$ cat src/rtl/mux_scan_pkg.sv
// Shared types and constants for the mux scan sequencer: FSM encoding, default sizes,
// and a clog2 helper for sizing the settle counter.
package mux_scan_pkg;

  localparam int DEF_NUM_CH = 16;
  localparam int DEF_SEL_W  = 4;

  typedef logic [1:0] state_t;

  localparam state_t ST_IDLE = 2'd0;
  localparam state_t ST_SCAN = 2'd1;
  localparam state_t ST_DONE = 2'd2;

  function automatic int clog2(input int value);
    int r;
    int v;
    r = 0;
    v = value - 1;
    while (v > 0) begin
      r = r + 1;
      v = v >> 1;
    end
    return r;
  endfunction

endpackage

$ cat src/rtl/mux_scan_capture.sv
// Per-channel capture register plus the held output word (and parity when
// MUX_SCAN_PARITY_EN is defined).
module mux_scan_capture
  import mux_scan_pkg::*;
#(
  parameter int NUM_CH = DEF_NUM_CH,
  parameter int SEL_W  = DEF_SEL_W
) (
  input  logic              i_clock,
  input  logic              i_reset,
  input  logic              i_clear,
  input  logic              i_cap_en,
  input  logic [SEL_W-1:0]  i_cap_idx,
  input  logic              i_cap_bit,
  input  logic              i_load,
  output logic [NUM_CH-1:0] o_data
`ifdef MUX_SCAN_PARITY_EN
  , output logic            o_parity
`endif
);

  logic [NUM_CH-1:0] r_cap;
  logic [NUM_CH-1:0] w_cap_next;

  // The last channel's bit is folded in combinationally so the output word is
  // complete on the same edge that captures it.
  always_comb begin
    w_cap_next = r_cap;
    if (i_cap_en) w_cap_next[i_cap_idx] = i_cap_bit;
  end

  always_ff @(posedge i_clock or posedge i_reset) begin
    if (i_reset) begin
      r_cap  <= '0;
      o_data <= '0;
    end else begin
      if (i_clear)       r_cap <= '0;
      else if (i_cap_en) r_cap <= w_cap_next;
      if (i_load) o_data <= w_cap_next;
    end
  end

`ifdef MUX_SCAN_PARITY_EN
  always_ff @(posedge i_clock or posedge i_reset) begin
    if (i_reset)     o_parity <= 1'b0;
    else if (i_load) o_parity <= ^w_cap_next;
  end
`endif

endmodule

$ cat src/rtl/mux_scan_sequencer.sv
// Walks a 16:1 bit mux across NUM_CH channels, assembles one bit per channel into a
// word, and offers it on a valid/ready port. Optional parity via MUX_SCAN_PARITY_EN.
module mux_scan_sequencer
  import mux_scan_pkg::*;
#(
  parameter int NUM_CH = DEF_NUM_CH,
  parameter int SEL_W  = DEF_SEL_W,
  parameter int SETTLE = 0
) (
  input  logic              i_clock,
  input  logic              i_reset,
  input  logic              i_start,
  input  logic              i_abort,
  input  logic              i_mux_in,
  output logic [SEL_W-1:0]  o_mux_sel,
  output logic              o_mux_enable,
  output logic              o_busy,
  output logic [NUM_CH-1:0] o_out_data,
  output logic              o_out_valid,
  input  logic              i_out_ready
`ifdef MUX_SCAN_PARITY_EN
  , output logic            o_out_parity
`endif
);

  localparam int CNT_W = (clog2(SETTLE + 1) < 1) ? 1 : clog2(SETTLE + 1);
  localparam logic [CNT_W-1:0] SETTLE_TC = CNT_W'(SETTLE);
  localparam logic [SEL_W-1:0] LAST_IDX  = SEL_W'(NUM_CH - 1);

  state_t           r_state;
  logic [SEL_W-1:0] r_idx;
  logic [CNT_W-1:0] r_settle;
  logic             r_mux_en;
  logic             r_out_valid;

  logic w_settle_done;
  logic w_capture;
  logic w_last;
  logic w_accept;
  logic w_launch;

  assign w_settle_done = (r_settle == SETTLE_TC);
  assign w_capture     = (r_state == ST_SCAN) && !i_abort && w_settle_done;
  assign w_last        = w_capture && (r_idx == LAST_IDX);
  assign w_accept      = (r_state == ST_DONE) && r_out_valid && i_out_ready;
  // abort beats start in IDLE; abort has no say once the frame is complete
  assign w_launch      = ((r_state == ST_IDLE) && i_start && !i_abort) ||
                         (w_accept && i_start);

  always_ff @(posedge i_clock or posedge i_reset) begin
    if (i_reset) begin
      r_state     <= ST_IDLE;
      r_idx       <= '0;
      r_settle    <= '0;
      r_mux_en    <= 1'b0;
      r_out_valid <= 1'b0;
    end else begin
      case (r_state)
        ST_IDLE: begin
          if (w_launch) begin
            r_state  <= ST_SCAN;
            r_idx    <= '0;
            r_settle <= '0;
            r_mux_en <= 1'b1;
          end
        end
        ST_SCAN: begin
          if (i_abort) begin
            r_state  <= ST_IDLE;
            r_idx    <= '0;
            r_settle <= '0;
            r_mux_en <= 1'b0;
          end else if (w_settle_done) begin
            r_settle <= '0;
            if (w_last) begin
              r_state     <= ST_DONE;
              r_idx       <= '0;
              r_mux_en    <= 1'b0;
              r_out_valid <= 1'b1;
            end else begin
              r_idx <= r_idx + 1'b1;
            end
          end else begin
            r_settle <= r_settle + 1'b1;
          end
        end
        ST_DONE: begin
          if (w_accept) begin
            r_out_valid <= 1'b0;
            if (w_launch) begin
              r_state  <= ST_SCAN;
              r_mux_en <= 1'b1;
            end else begin
              r_state <= ST_IDLE;
            end
          end
        end
        default: begin
          r_state     <= ST_IDLE;
          r_idx       <= '0;
          r_settle    <= '0;
          r_mux_en    <= 1'b0;
          r_out_valid <= 1'b0;
        end
      endcase
    end
  end

  // idx is forced to 0 outside SCAN, so it doubles as the registered select.
  assign o_mux_sel    = r_idx;
  assign o_mux_enable = r_mux_en;
  assign o_busy       = (r_state != ST_IDLE);
  assign o_out_valid  = r_out_valid;

  mux_scan_capture #(
    .NUM_CH (NUM_CH),
    .SEL_W  (SEL_W)
  ) u_capture (
    .i_clock   (i_clock),
    .i_reset   (i_reset),
    .i_clear   (w_launch),
    .i_cap_en  (w_capture),
    .i_cap_idx (r_idx),
    .i_cap_bit (i_mux_in),
    .i_load    (w_last),
    .o_data    (o_out_data)
`ifdef MUX_SCAN_PARITY_EN
    , .o_parity (o_out_parity)
`endif
  );

endmodule
$ cat config.mk
export PLATFORM = sky130hd
export DESIGN_NAME = mux_scan_sequencer
export DESIGN_NICKNAME = d
export VERILOG_FILES = /design/src/rtl/mux_scan_pkg.sv /design/src/rtl/mux_scan_capture.sv /design/src/rtl/mux_scan_sequencer.sv
export SDC_FILE = /design/constraint.sdc
export NUM_CORES = 1
export LEC_CHECK = 0
export CAP_MARGIN = 25
export CORE_UTILIZATION = 58
export DETAILED_ROUTE_END_ITERATION = 7
export GPL_TIMING_DRIVEN = 0
export PLACE_DENSITY = 0.94
export SLEW_MARGIN = 15
export SYNTH_ARGS = -nofsm -noshare
export SYNTH_HDL_FRONTEND = slang
export SYNTH_SLANG_ARGS = --single-unit
export TNS_END_PERCENT = 30
$ cat constraint.sdc
create_clock -name i_clock -period 3 [get_ports i_clock]
set_input_delay 0.3 -clock i_clock [delete_from_list [all_inputs] [get_ports i_clock]]
set_output_delay 0.3 -clock i_clock [all_outputs]
set_load 0.02 [all_outputs]
==> impl_metrics.yaml <==
outcome:
  outcome: "finished, final reports clean"
synthesis:
  synth.ff_latch_count: 39
  synth_area_um2: 2090
  synthSimpleGateAreaFrac_pct: 19.5
  synth_top_family_by_area: "simple AND/OR/NAND/NOR gates"
  ys_warn_count: 0
  ys_seq_area_share_pct: 46.6
  yosysUniqueCellTypes: 35
  synthMuxAreaShare_pct: 12.1
  synth_edf_count: 0
  syn_nets: 205
  synth.top_cells.by_area: "dfrtp_1 47%, nand3_1 11%, o2111ai_1 6.3%"
  syn_inst: 195
  synth_top_area_share_pct: 46.6
  ys_async_sr_fraction_pct: 100
  synth_compound_area_share_pct: 11.8
  yosysTopAreaCell: "dfrtp_1"
  synth-xor-area-share_pct: 0.418
  synth_fa_ha_area_share_pct: 2.39
  syn_area_per_cell_um2: 10.7
  synthFlopType: "dfrtp_1"
timing:
  tns_ps: 0
  worst_pin_slew_ps: 495
  finalCriticalPeriod_ps: 2170
  fmax_mhz: 461
  setup-violations-final: 0
  slew_viol_final: 0
  finalHoldViolations: 0
  max-slew-margin-rel_pct: 66.9
  finClkSkew_ps: 7.96
  period_share_pct: 72.3
  rsz0062_at_grt: "no"
global_routing:
  gr-max-usage-layer: "met2"
  use_met1_pct: 31.6
  met2_usage_pct: 40.6
  use_met3_pct: 8.49
  track_usage_pct: 25.3
  antenna_found_initial: 0
  grt_max_degree: 40
  grt_overflow: 0
  first_global_vias: 1527
  grt_pass1_wl_um: 6910
critical_path:
  worst_ep_required_time_ps: 3240
  crit_family: "simple AND/OR/NAND/NOR gates"
  criticalPathCategory: "flop to flop"
  start_kind: "flop"
  crit_path_start: "o_mux_sel[0]"
  end_kind: "flop"
  path_buf_inv: 2
  crit_arrival_ps: 2410
  cp_max_fo: 10
  regToRegSetupSlack_ps: 830
  crit_path_end: "u_capture.o_data[6]"
  reg2reg_depth: 6
  crit_path_cell_trace: "ha_1, clkbuf_1, nand3_1, nor2_8, buf_12, mux2_4"
  reg2reg_from: "o_mux_sel[0]"
  slowest_stage: "dfrtp_1"
  r2r_end: "u_capture.o_data[6]"
  crit_cells: 6
  cpPeakStageDelay_ps: 470
placed_design:
  finalWeightedCongestion: 0.956
  dpl.hpwl_um: 3000
  numPortBuffers: 28
  place_area_um2: 2450
  placed_cells: 270
clock_network:
  cts_sinks: 39
  cts_tree: "done"
  cts_setup_buffers: 0
  post_cts_resized: 0
  clock_path_buffers: 2
  clock_latency_ps: 350
  clk_pin_slew_ps: 110
  hold_buffers: 0
  clockRootBuffer: "clkbuf_4"
  htreeDepth: 2
  cts_made_buffers: 5
finish:
  final_cell_mix: "44 x nand3_1, 39 x dfrtp_1, 28 x clkdlybuf4s50_1"
  finalInstanceArea_um2: 2520
  num_antenna_cells: 0
  drive_gt1_share_pct: 17.2
  syn2layout_area_growth_pct: 20.4
  fin_util_pct: 74.3
  final_common_cell: "nand3_1"
  finalNetCount: 241
  stdcell_count: 278
drt:
  first_pass_iters: 5
  wire_per_inst_um: 15.3
  drtAntennaViolNets: 0
  vias: 1652
  viasPerCell: 5.94
  routed_wl_um: 4240
  drc: 0
  dr.first_iter.drc_count: 77
floorplanning:
  dieArea_um2: 3850
  initial_core_util_pct: 61.8
  ios: 29
  rows: 21
  core_area_um2: 3390
  dieWidth_um: 62.1
  die_height_um: 62.1
power_and_ir_drop:
  p_leak_nw: 1.12
  peakVddDrop_mv: 0.323
  power_mw: 1.02
  power_density_nw_per_um2: 404
run:
  max-cap-violations: 0
min_path:
  min_path_type: "input port to asynchronous set/reset pin"
-- final cells by class --
type                            instances  area [um^2]
Sequential cell                        39          976
Multi-Input combinational cell        126          968
Inverter                               10         37.5
Tap cell                               46         57.6
Buffer                                 20          111
Fill cell                             221          870
Timing Repair Buffer                   29          300
Clock buffer                            8         68.8
-- cell families (layout without fill, tap and decap cells) --
logic type,Yosys count,after routing
XOR/XNOR,1,1
adder cells (fa/ha/maj),4,4
buffers and inverters,30,67
AND/OR/NAND/NOR,70,70
flip-flops,39,39
AO/OA/AOI/OAI,31,31
multiplexers,20,20
-- flip-flops by register name (all words and copies together) (netlist names) --
register / flops
u_capture.r_cap: 15
r_state: 2
o_mux_sel: 4
o_mux_enable: 1
u_capture.o_data: 16
o_out_valid: 1
-- metal layers --
metal	wire length (um)	vias to the layer above	part of all wire, %
li1	-	795	-
met1	1880	780	44
met2	2000	61	47
met3	263	16	6.2
met4	101	0	2.4
met5	0	-	0
-- metrics by stage --
step	hold slack [ps]	worst slack, ps
after floorplan	466	1030
after global placement	490	877
after detailed placement	495	850
after CTS	286	837
after global routing	304	693
final	269	832
-- worst min path at each step --
stage | start | endpoint | slack (ps) | cells past startpoint
finish | i_reset | u_capture.o_data[5] | 270 | 3
global route | i_reset | u_capture.r_cap[13] | 300 | 3
CTS | i_reset | u_capture.o_data[5] | 290 | 3
detailed placement | u_capture.o_data[8] | u_capture.o_data[8] | 500 | 1
global placement | u_capture.o_data[8] | u_capture.o_data[8] | 490 | 1
floorplan | i_start | r_state[0] | 470 | 2
-- where the power goes --
| part | internal, mW | total, mW | switching (mW) |
|---|---|---|---|
| Clock | 0.138 | 0.300 | 0.162 |
| Sequential | 0.540 | 0.556 | 0.0168 |
| Combinational | 0.0609 | 0.162 | 0.101 |
-- synth_stat cells (2+ instances only) --
cell type	instances
nand3_1	44
dfrtp_1	39
o2111ai_1	15
clkbuf_1	13
mux2_2	11
inv_1	10
mux2_4	8
nand3b_1	8
a211o_1	4
buf_2	4
ha_1	4
nand2_1	4
nand4_1	3
o21ai_0	3
a21oi_1	2
buf_6	2
nor2_1	2
nor2b_1	2
-- tightest hold or removal path, cell delays in order --
cell and delay [ps]:
clkdlybuf4s50_1 410, inv_2 70, buf_12 210
(Power assumes the default switching activity.)
